===== src/rtl/sram_arbiter_if.sv =====
// Bus bundle between the three SRAM masters, the arbiter and the SRAM controller.
// The slave modport is the arbiter's view; the master modport drives requests and target responses.
interface sram_arbiter_if #(
   parameter int AW = 18
);
   logic [3*AW-1:0] m_addr;
   logic [2:0]      m_rd;
   logic [2:0]      m_wr;
   logic [95:0]     m_wdata;
   logic [11:0]     m_be;
   logic [2:0]      m_wait;
   logic [31:0]     m_rddata;
   logic [2:0]      m_rdvalid;

   logic [AW-1:0]   t_addr;
   logic            t_rd;
   logic            t_wr;
   logic [31:0]     t_wdata;
   logic [3:0]      t_be;
   logic            t_wait;
   logic [31:0]     t_rddata;
   logic            t_rdvalid;

   modport slave (
      input  m_addr, m_rd, m_wr, m_wdata, m_be,
      input  t_wait, t_rddata, t_rdvalid,
      output m_wait, m_rddata, m_rdvalid,
      output t_addr, t_rd, t_wr, t_wdata, t_be
   );

   modport master (
      output m_addr, m_rd, m_wr, m_wdata, m_be,
      output t_wait, t_rddata, t_rdvalid,
      input  m_wait, m_rddata, m_rdvalid,
      input  t_addr, t_rd, t_wr, t_wdata, t_be
   );
endinterface


===== src/rtl/sram_arbiter.sv =====
// Three-master SRAM port arbiter: m0 (VGA) priority with starvation relief, m1/m2 round-robin,
// and an in-order tag FIFO that steers read returns back to the issuing master.
module sram_arbiter #(
   parameter int AW         = 18,
   parameter int TAG_DEPTH  = 4,
   parameter int STARVE_MAX = 8
) (
   input  logic          clock,
   input  logic          rst,
   sram_arbiter_if.slave bus,
   output logic          err_orphan
);

   localparam int PW = (TAG_DEPTH > 1) ? $clog2(TAG_DEPTH) : 1;
   localparam int SW = $clog2(STARVE_MAX + 1);
   localparam logic [SW-1:0] STARVE_LIM = SW'(STARVE_MAX);
   localparam logic [PW:0]   FULL_CNT   = (PW + 1)'(TAG_DEPTH);

   logic [2:0]    req;
   logic [2:0]    rd_eff;
   logic [2:0]    rd_block;
   logic [2:0]    grant;
   logic [1:0]    gidx;
   logic          g_rd;
   logic          g_wr;
   logic          g_block;
   logic          accept;
   logic          push;
   logic          pop;
   logic          full;
   logic          empty;
   logic [1:0]    head;

   logic [1:0]    tag_mem [TAG_DEPTH];
   logic [PW-1:0] wr_ptr;
   logic [PW-1:0] rd_ptr;
   logic [PW:0]   count;
   logic [SW-1:0] starve_cnt;
   logic          rr_m2;

   assign req    = bus.m_rd | bus.m_wr;
   // A simultaneous read+write is treated as a write, so it never needs a tag.
   assign rd_eff = bus.m_rd & ~bus.m_wr;
   assign full   = (count == FULL_CNT);
   assign empty  = (count == '0);
   assign rd_block = rd_eff & {3{full & ~bus.t_rdvalid}};

   always_comb begin
      grant = 3'b000;
      if (req[0] && (starve_cnt < STARVE_LIM))
         grant = 3'b001;
      else if (!rr_m2 && req[1])
         grant = 3'b010;
      else if (rr_m2 && req[2])
         grant = 3'b100;
      else if (req[1])
         grant = 3'b010;
      else if (req[2])
         grant = 3'b100;
      else if (req[0])
         grant = 3'b001;
   end

   always_comb begin
      gidx = 2'd0;
      if (grant[1])
         gidx = 2'd1;
      else if (grant[2])
         gidx = 2'd2;
   end

   always_comb begin
      bus.t_addr  = bus.m_addr[0 +: AW];
      bus.t_wdata = bus.m_wdata[0 +: 32];
      bus.t_be    = bus.m_be[0 +: 4];
      case (gidx)
         2'd1: begin
            bus.t_addr  = bus.m_addr[AW +: AW];
            bus.t_wdata = bus.m_wdata[32 +: 32];
            bus.t_be    = bus.m_be[4 +: 4];
         end
         2'd2: begin
            bus.t_addr  = bus.m_addr[2*AW +: AW];
            bus.t_wdata = bus.m_wdata[64 +: 32];
            bus.t_be    = bus.m_be[8 +: 4];
         end
         default: ;
      endcase
   end

   assign g_rd    = |(grant & rd_eff);
   assign g_wr    = |(grant & bus.m_wr);
   assign g_block = |(grant & rd_block);

   assign bus.t_rd = g_rd & ~g_block & ~rst;
   assign bus.t_wr = g_wr & ~rst;
   assign accept   = (bus.t_rd | bus.t_wr) & ~bus.t_wait;
   assign push     = bus.t_rd & ~bus.t_wait;
   assign pop      = bus.t_rdvalid & ~empty & ~rst;

   assign bus.m_wait = rst ? req : (req & ~(grant & {3{~bus.t_wait}} & ~rd_block));

   assign head          = tag_mem[rd_ptr];
   assign bus.m_rddata  = bus.t_rddata;
   assign bus.m_rdvalid = (3'b001 << head) & {3{pop}};

   always_ff @(posedge clock) begin
      if (rst) begin
         wr_ptr     <= '0;
         rd_ptr     <= '0;
         count      <= '0;
         starve_cnt <= '0;
         rr_m2      <= 1'b0;
         err_orphan <= 1'b0;
      end else begin
         if (push) begin
            tag_mem[wr_ptr] <= gidx;
            wr_ptr          <= wr_ptr + 1'b1;
         end
         if (pop)
            rd_ptr <= rd_ptr + 1'b1;
         case ({push, pop})
            2'b10:   count <= count + 1'b1;
            2'b01:   count <= count - 1'b1;
            default: ;
         endcase

         if (bus.t_rdvalid && empty)
            err_orphan <= 1'b1;

         // Starvation count only matters while m1/m2 are actually waiting.
         if (!(req[1] || req[2])) begin
            starve_cnt <= '0;
         end else if (accept) begin
            if (grant[0]) begin
               if (starve_cnt != STARVE_LIM)
                  starve_cnt <= starve_cnt + 1'b1;
            end else begin
               starve_cnt <= '0;
               rr_m2      <= grant[1];
            end
         end
      end
   end

endmodule

===== src/flat_wrapper.sv =====
// flat-port wrapper written by rule: the top's interface ports become plain ports
module sram_arbiter_flat 
#(
   parameter int AW         = 18,
   parameter int TAG_DEPTH  = 4,
   parameter int STARVE_MAX = 8
)
  (clock, rst, err_orphan, bus_m_addr, bus_m_rd, bus_m_wr, bus_m_wdata, bus_m_be, bus_t_wait, bus_t_rddata, bus_t_rdvalid, bus_m_wait, bus_m_rddata, bus_m_rdvalid, bus_t_addr, bus_t_rd, bus_t_wr, bus_t_wdata, bus_t_be);
  sram_arbiter_if #(.AW(AW)) bus_i ();
  input  logic clock;
  input  logic rst;
  output logic err_orphan;
  input wire logic [$bits(bus_i.m_addr)-1:0] bus_m_addr;
  input wire logic [$bits(bus_i.m_rd)-1:0] bus_m_rd;
  input wire logic [$bits(bus_i.m_wr)-1:0] bus_m_wr;
  input wire logic [$bits(bus_i.m_wdata)-1:0] bus_m_wdata;
  input wire logic [$bits(bus_i.m_be)-1:0] bus_m_be;
  input wire logic [$bits(bus_i.t_wait)-1:0] bus_t_wait;
  input wire logic [$bits(bus_i.t_rddata)-1:0] bus_t_rddata;
  input wire logic [$bits(bus_i.t_rdvalid)-1:0] bus_t_rdvalid;
  output wire logic [$bits(bus_i.m_wait)-1:0] bus_m_wait;
  output wire logic [$bits(bus_i.m_rddata)-1:0] bus_m_rddata;
  output wire logic [$bits(bus_i.m_rdvalid)-1:0] bus_m_rdvalid;
  output wire logic [$bits(bus_i.t_addr)-1:0] bus_t_addr;
  output wire logic [$bits(bus_i.t_rd)-1:0] bus_t_rd;
  output wire logic [$bits(bus_i.t_wr)-1:0] bus_t_wr;
  output wire logic [$bits(bus_i.t_wdata)-1:0] bus_t_wdata;
  output wire logic [$bits(bus_i.t_be)-1:0] bus_t_be;
  assign bus_i.m_addr = bus_m_addr;
  assign bus_i.m_rd = bus_m_rd;
  assign bus_i.m_wr = bus_m_wr;
  assign bus_i.m_wdata = bus_m_wdata;
  assign bus_i.m_be = bus_m_be;
  assign bus_i.t_wait = bus_t_wait;
  assign bus_i.t_rddata = bus_t_rddata;
  assign bus_i.t_rdvalid = bus_t_rdvalid;
  assign bus_m_wait = bus_i.m_wait;
  assign bus_m_rddata = bus_i.m_rddata;
  assign bus_m_rdvalid = bus_i.m_rdvalid;
  assign bus_t_addr = bus_i.t_addr;
  assign bus_t_rd = bus_i.t_rd;
  assign bus_t_wr = bus_i.t_wr;
  assign bus_t_wdata = bus_i.t_wdata;
  assign bus_t_be = bus_i.t_be;
  sram_arbiter #(.AW(AW), .TAG_DEPTH(TAG_DEPTH), .STARVE_MAX(STARVE_MAX)) u_core (.clock(clock), .rst(rst), .bus(bus_i), .err_orphan(err_orphan));
endmodule

===== config.mk =====
export PLATFORM = sky130hd
export DESIGN_NAME = sram_arbiter_flat
export DESIGN_NICKNAME = d
export VERILOG_FILES = /design/src/rtl/sram_arbiter_if.sv /design/src/rtl/sram_arbiter.sv /design/src/flat_wrapper.sv
export SDC_FILE = /design/constraint.sdc
export NUM_CORES = 1
export LEC_CHECK = 0
export BUFFER_PORTS_ARGS = -buffer_cell sky130_fd_sc_hd__clkbuf_2
export CAP_MARGIN = 20
export CORE_AREA = 3 3 115 117
export DETAILED_ROUTE_END_ITERATION = 7
export DIE_AREA = 0 0 118 120
export SETUP_SLACK_MARGIN = 0.5
export SLEW_MARGIN = 15
export SYNTH_ARGS = -nofsm -noshare
export SYNTH_HDL_FRONTEND = slang
export SYNTH_SLANG_ARGS = --single-unit

===== constraint.sdc =====
create_clock -name clock -period 2.7 [get_ports clock]
set_clock_uncertainty 0.2 [all_clocks]
set_input_delay 0.405 -clock clock [delete_from_list [all_inputs] [get_ports clock]]
set_output_delay 0.405 -clock clock [all_outputs]
set_load 0.1 [all_outputs]

==> results list <==
* Status: complete, no violations
- The HPWL after detailed placement is between 9 and 10 mm.
- Summing the sequential cell areas from Yosys gives a little over a fifth of the chip area.
* Hold wc startpoint: bus_t_rdvalid
- Hold Path Cell Cnt: 3
- Cells with a size suffix above 1 make up between 80% and 90% of the layout.
* Most area-hungry cell type in the Yosys netlist: sky130_fd_sc_hd__nand2_1
- In this run the register-to-register setup slack is around 0.2 ns.
* Netlist cell types: 51
- Detailed routing placed a total of 1.15 mm of wire on met3.
- Worst setup SP type: primary input
* Signal arrival time at the worst endpoint: around 2.6 ns
- After detailed routing, the average wire length per cell comes to ~20 um.
- Max-Cap Viols: 0
- In this run the power density over the cells is around 370 nW/um2.
- Total power for the finished layout comes to between 2 and 3 mW.
* Global placer's final weighted congestion: about 0.83
* Req. time, crit path: between 2 and 3 ns
- Setup violations remaining at the end of the flow were counted as 0.
- Layout net count: between 800 and 900
- Using the TritonRoute via totals, the vias-per-cell ratio works out to slightly below 5.
- Most frequently used flop master after synthesis: sky130_fd_sc_hd__dfxtp_1
- Global routing finished with a remaining overflow of 0.
- Transition time at the pin with the least slew margin: between 0.5 and 0.6 ns
* Initial antenna violation count: 0
* Post-Route Hold Slack: between 0.2 and 0.25 ns
- Derived from the worst setup path, the maximum achievable clock frequency is between 0.3 and 0.4 GHz.
* Y dimension of the die: 120 um
- Counting the buffers created by CTS gives 3.
* Max transition margin: ~64%
* Mapped cell area: about 2500 um2
- Counting the fill cells in the layout gives approximately 1,100.
- The routed design uses between 7 and 8 mm of met2 wire.
* Sequential Area: 551 um2
* Placed Instances: ~730
* First-pass DRT Iterations: 4
- Post-Route M1 WL: between 5 and 6 mm
- For this run, the slowest stage of the critical path takes ~0.43 ns.
* Area of the core: 12,500 um2
- Ranking of synthesized cells by instance count: sky130_fd_sc_hd__nand2_1 (114), sky130_fd_sc_hd__a22oi_1 (54), sky130_fd_sc_hd__buf_4 (33), sky130_fd_sc_hd__clkbuf_1 (20), sky130_fd_sc_hd__nor2_1 (16)
* Number of max-slew violations in the final report: 0
* Clock latency on the worst-skew pair: roughly 0.25 ns
- The average instance in the mapped netlist occupies between 7 and 8 um2.
- Total of flip-flops plus latches after synthesis: 23
- Entering global routing, the biggest net connects 30 pins.
- CTS placed an instance of sky130_fd_sc_hd__clkbuf_16 at the clock tree root.
- The number of nets handed over by synthesis was between 500 and 600.
* Most common cell type on the critical path: sky130_fd_sc_hd__inv_2
- Measured along the x axis, the die boundary spans about 120 um.
* Start of the worst register-to-register path: u_core.rr_m2$_SDFFE_PP0P_
- In this run the number of H-tree levels came out at 1.
- Class of the most critical hold timing path: in2reg
* Die footprint: roughly 14,000 um2
- The final critical path takes up 95.4% of the cycle.
- Cell leakage power: about 3.1 nW
- Number of I/O pins: about 300
- Diodes inserted: 0
- Area growth, synth to finish: 179%
- The final layout contains routed wiring with a total length of around 15 mm.
- Traced cell by cell, the critical path runs through clkbuf_16, buf_6, o41ai_4, a32oi_2, a2111oi_4, inv_2, ha_4, inv_2, fa_2, xor2_1, or3_1, a21oi_2.
* Cell at the slowest stage of the critical path: sky130_fd_sc_hd__a2111oi_4
- Sum of negative setup slack: 0 ns
- The worst hold path terminates at u_core.err_orphan$_SDFFE_PP0P_.
* R2r endpoint: u_core.count[2]$_SDFFE_PP0P_
- The tree built by TritonCTS fans out to 23 sinks.
- The smallest clock period supported by the final layout is computed as 2.58 ns.
- The Yosys step of the flow raised 0 warnings.
- Signal routing reaches up to met4.
- Critical path class: in2reg
* Clock tree from TritonCTS: done
- Counting both buffers and inverters, the worst setup path holds a total of 4.
- For this run, asynchronously set or reset flops after synthesis account for 0%.
- Residual DRC: 0
* Area occupied by multi-input gates: 2870 um2
- Count of flip-flops with a built-in enable after synthesis: 8
- The top cell type by area accounts for about 17% of the synthesized area.
- Synthesized instance count: around 350
- Largest delay share family, worst path: compound AO/OA/AOI/OAI gates
* Final hold violation count: 0
* Wire length of the first global-routing pass: around 22 mm
- Post-Layout Cell Count: just under 800
- Setup repair after global routing could not meet its margin everywhere.
- Most common cell in the netlist: sky130_fd_sc_hd__nand2_1
- Clock slew seen by the registers of the worst setup and hold paths: about 0.060 ns
- The worst register-to-register path has a depth of 10.
* FP Rows: between 40 and 50
* Starting density of the core: between 20% and 30%
- Final core utilization: between 50% and 60%
- Iteration-0 DRC Markers: 142
- IO Port Bufs: around 230
- Largest cells by area after synthesis: sky130_fd_sc_hd__nand2_1 (17%), sky130_fd_sc_hd__a22oi_1 (16%), sky130_fd_sc_hd__dfxtp_1 (12%)
- Overall via count from detail_route: 3,734
* Vias in the first global route: around 4,000
- Maximum fanout encountered on the critical timing path: 5
* Global Route Usage Sum: 20.0%
- CTS max path bufs: 2
- Largest voltage drop on the vdd net: about 210 uV
* Setup crit end kind: register
* Post-route ant nets: 0
## worst min-delay path: stages
cell and delay (ns):
sky130_fd_sc_hd__clkbuf_2 0.12, sky130_fd_sc_hd__a21oi_1 0.07, sky130_fd_sc_hd__nor2_1 0.07
## registers in the layout, indices dropped and copies added (netlist names), named ones only
register / count
u_core.count: 3
u_core.wr_ptr: 2
u_core.rd_ptr: 2
u_core.starve_cnt: 4
u_core.tag_mem: 8
u_core.rr_m2: 1
u_core.err_orphan: 1
## per-layer routing
layer / track usage (%) / vias to the layer above
met5: 0 / -
met4: 5.05 / 0
met3: 5.33 / 39
met2: 35.4 / 199
met1: 24.0 / 1770
li1: - / 1726
## layout by cell type (no fill, tap or decap), types with 8 or more instances in the layout
master                     instances
sky130_fd_sc_hd__clkbuf_2        168
sky130_fd_sc_hd__nand2_4          97
sky130_fd_sc_hd__buf_12           72
sky130_fd_sc_hd__a22oi_2          53
sky130_fd_sc_hd__buf_4            26
sky130_fd_sc_hd__buf_6            19
sky130_fd_sc_hd__buf_16           16
sky130_fd_sc_hd__nor2_1           11
sky130_fd_sc_hd__dfxtp_1           9
sky130_fd_sc_hd__edfxtp_1          8
## final cells by class
cell class | instances | area share (%)
clock buffers | 3 | 1.08
clock inverters | 1 | 0.0718
inverters | 8 | 0.431
multi-input cells | 264 | 41.2
flip-flops and latches | 23 | 7.90
well taps | 172 | 3.09
repair buffers | 305 | 46.2
## report_power, final
part           leakage, nW  total [mW]  internal (mW)  switching [mW]
Clock               0.0409       0.315          0.199           0.116
Sequential           0.200       0.375          0.366         0.00907
Combinational         2.85        1.88          0.746            1.13
Total                 3.09        2.57           1.31            1.26
## metrics by stage
step | worst slack, ns | instance area (um2)
floorplan | -0.0454 | 3480
global placement | -0.0408 | 5530
detailed placement | -0.121 | 5530
CTS | 0.122 | 6730
global route | 0.0346 | 6970
finish | 0.124 | 6970
## cell families after synthesis
kind of cell	after synthesis	share of synthesized area (%)
compound gates	90	28.5
xor+xnor	5	1.75
fa+ha+maj	8	4.30
buf+inv	62	14.3
flops	23	21.6
mux	3	2.20
simple gates	158	27.3
## how the worst max path moves through the flow
| stage | start | to | slack, ns | cells past startpoint |
|---|---|---|---|---|
| after floorplan | bus_m_wr[1] | u_core.count[2]$_SDFFE_PP0P_ | -0.05 | 11 |
| final | bus_m_wr[1] | u_core.count[2]$_SDFFE_PP0P_ | 0.12 | 12 |
| after CTS | bus_m_wr[1] | bus_t_addr[7] | 0.12 | 12 |
| after global routing | bus_m_wr[1] | u_core.count[2]$_SDFFE_PP0P_ | 0.03 | 12 |
| after detailed placement | bus_m_wr[2] | u_core.count[2]$_SDFFE_PP0P_ | -0.12 | 11 |
| after global placement | bus_m_wr[2] | u_core.count[2]$_SDFFE_PP0P_ | -0.04 | 11 |
## what timing repair did
action                     4_1_cts  5_1_grt
gates cloned                    14        2
setup endpoints to repair       73       68
resized for setup              132       43
setup buffers                   25        5
pin swaps                       51       28
hold buffers                     0        0
No activity file was read; power rests on OpenSTA's default activity.
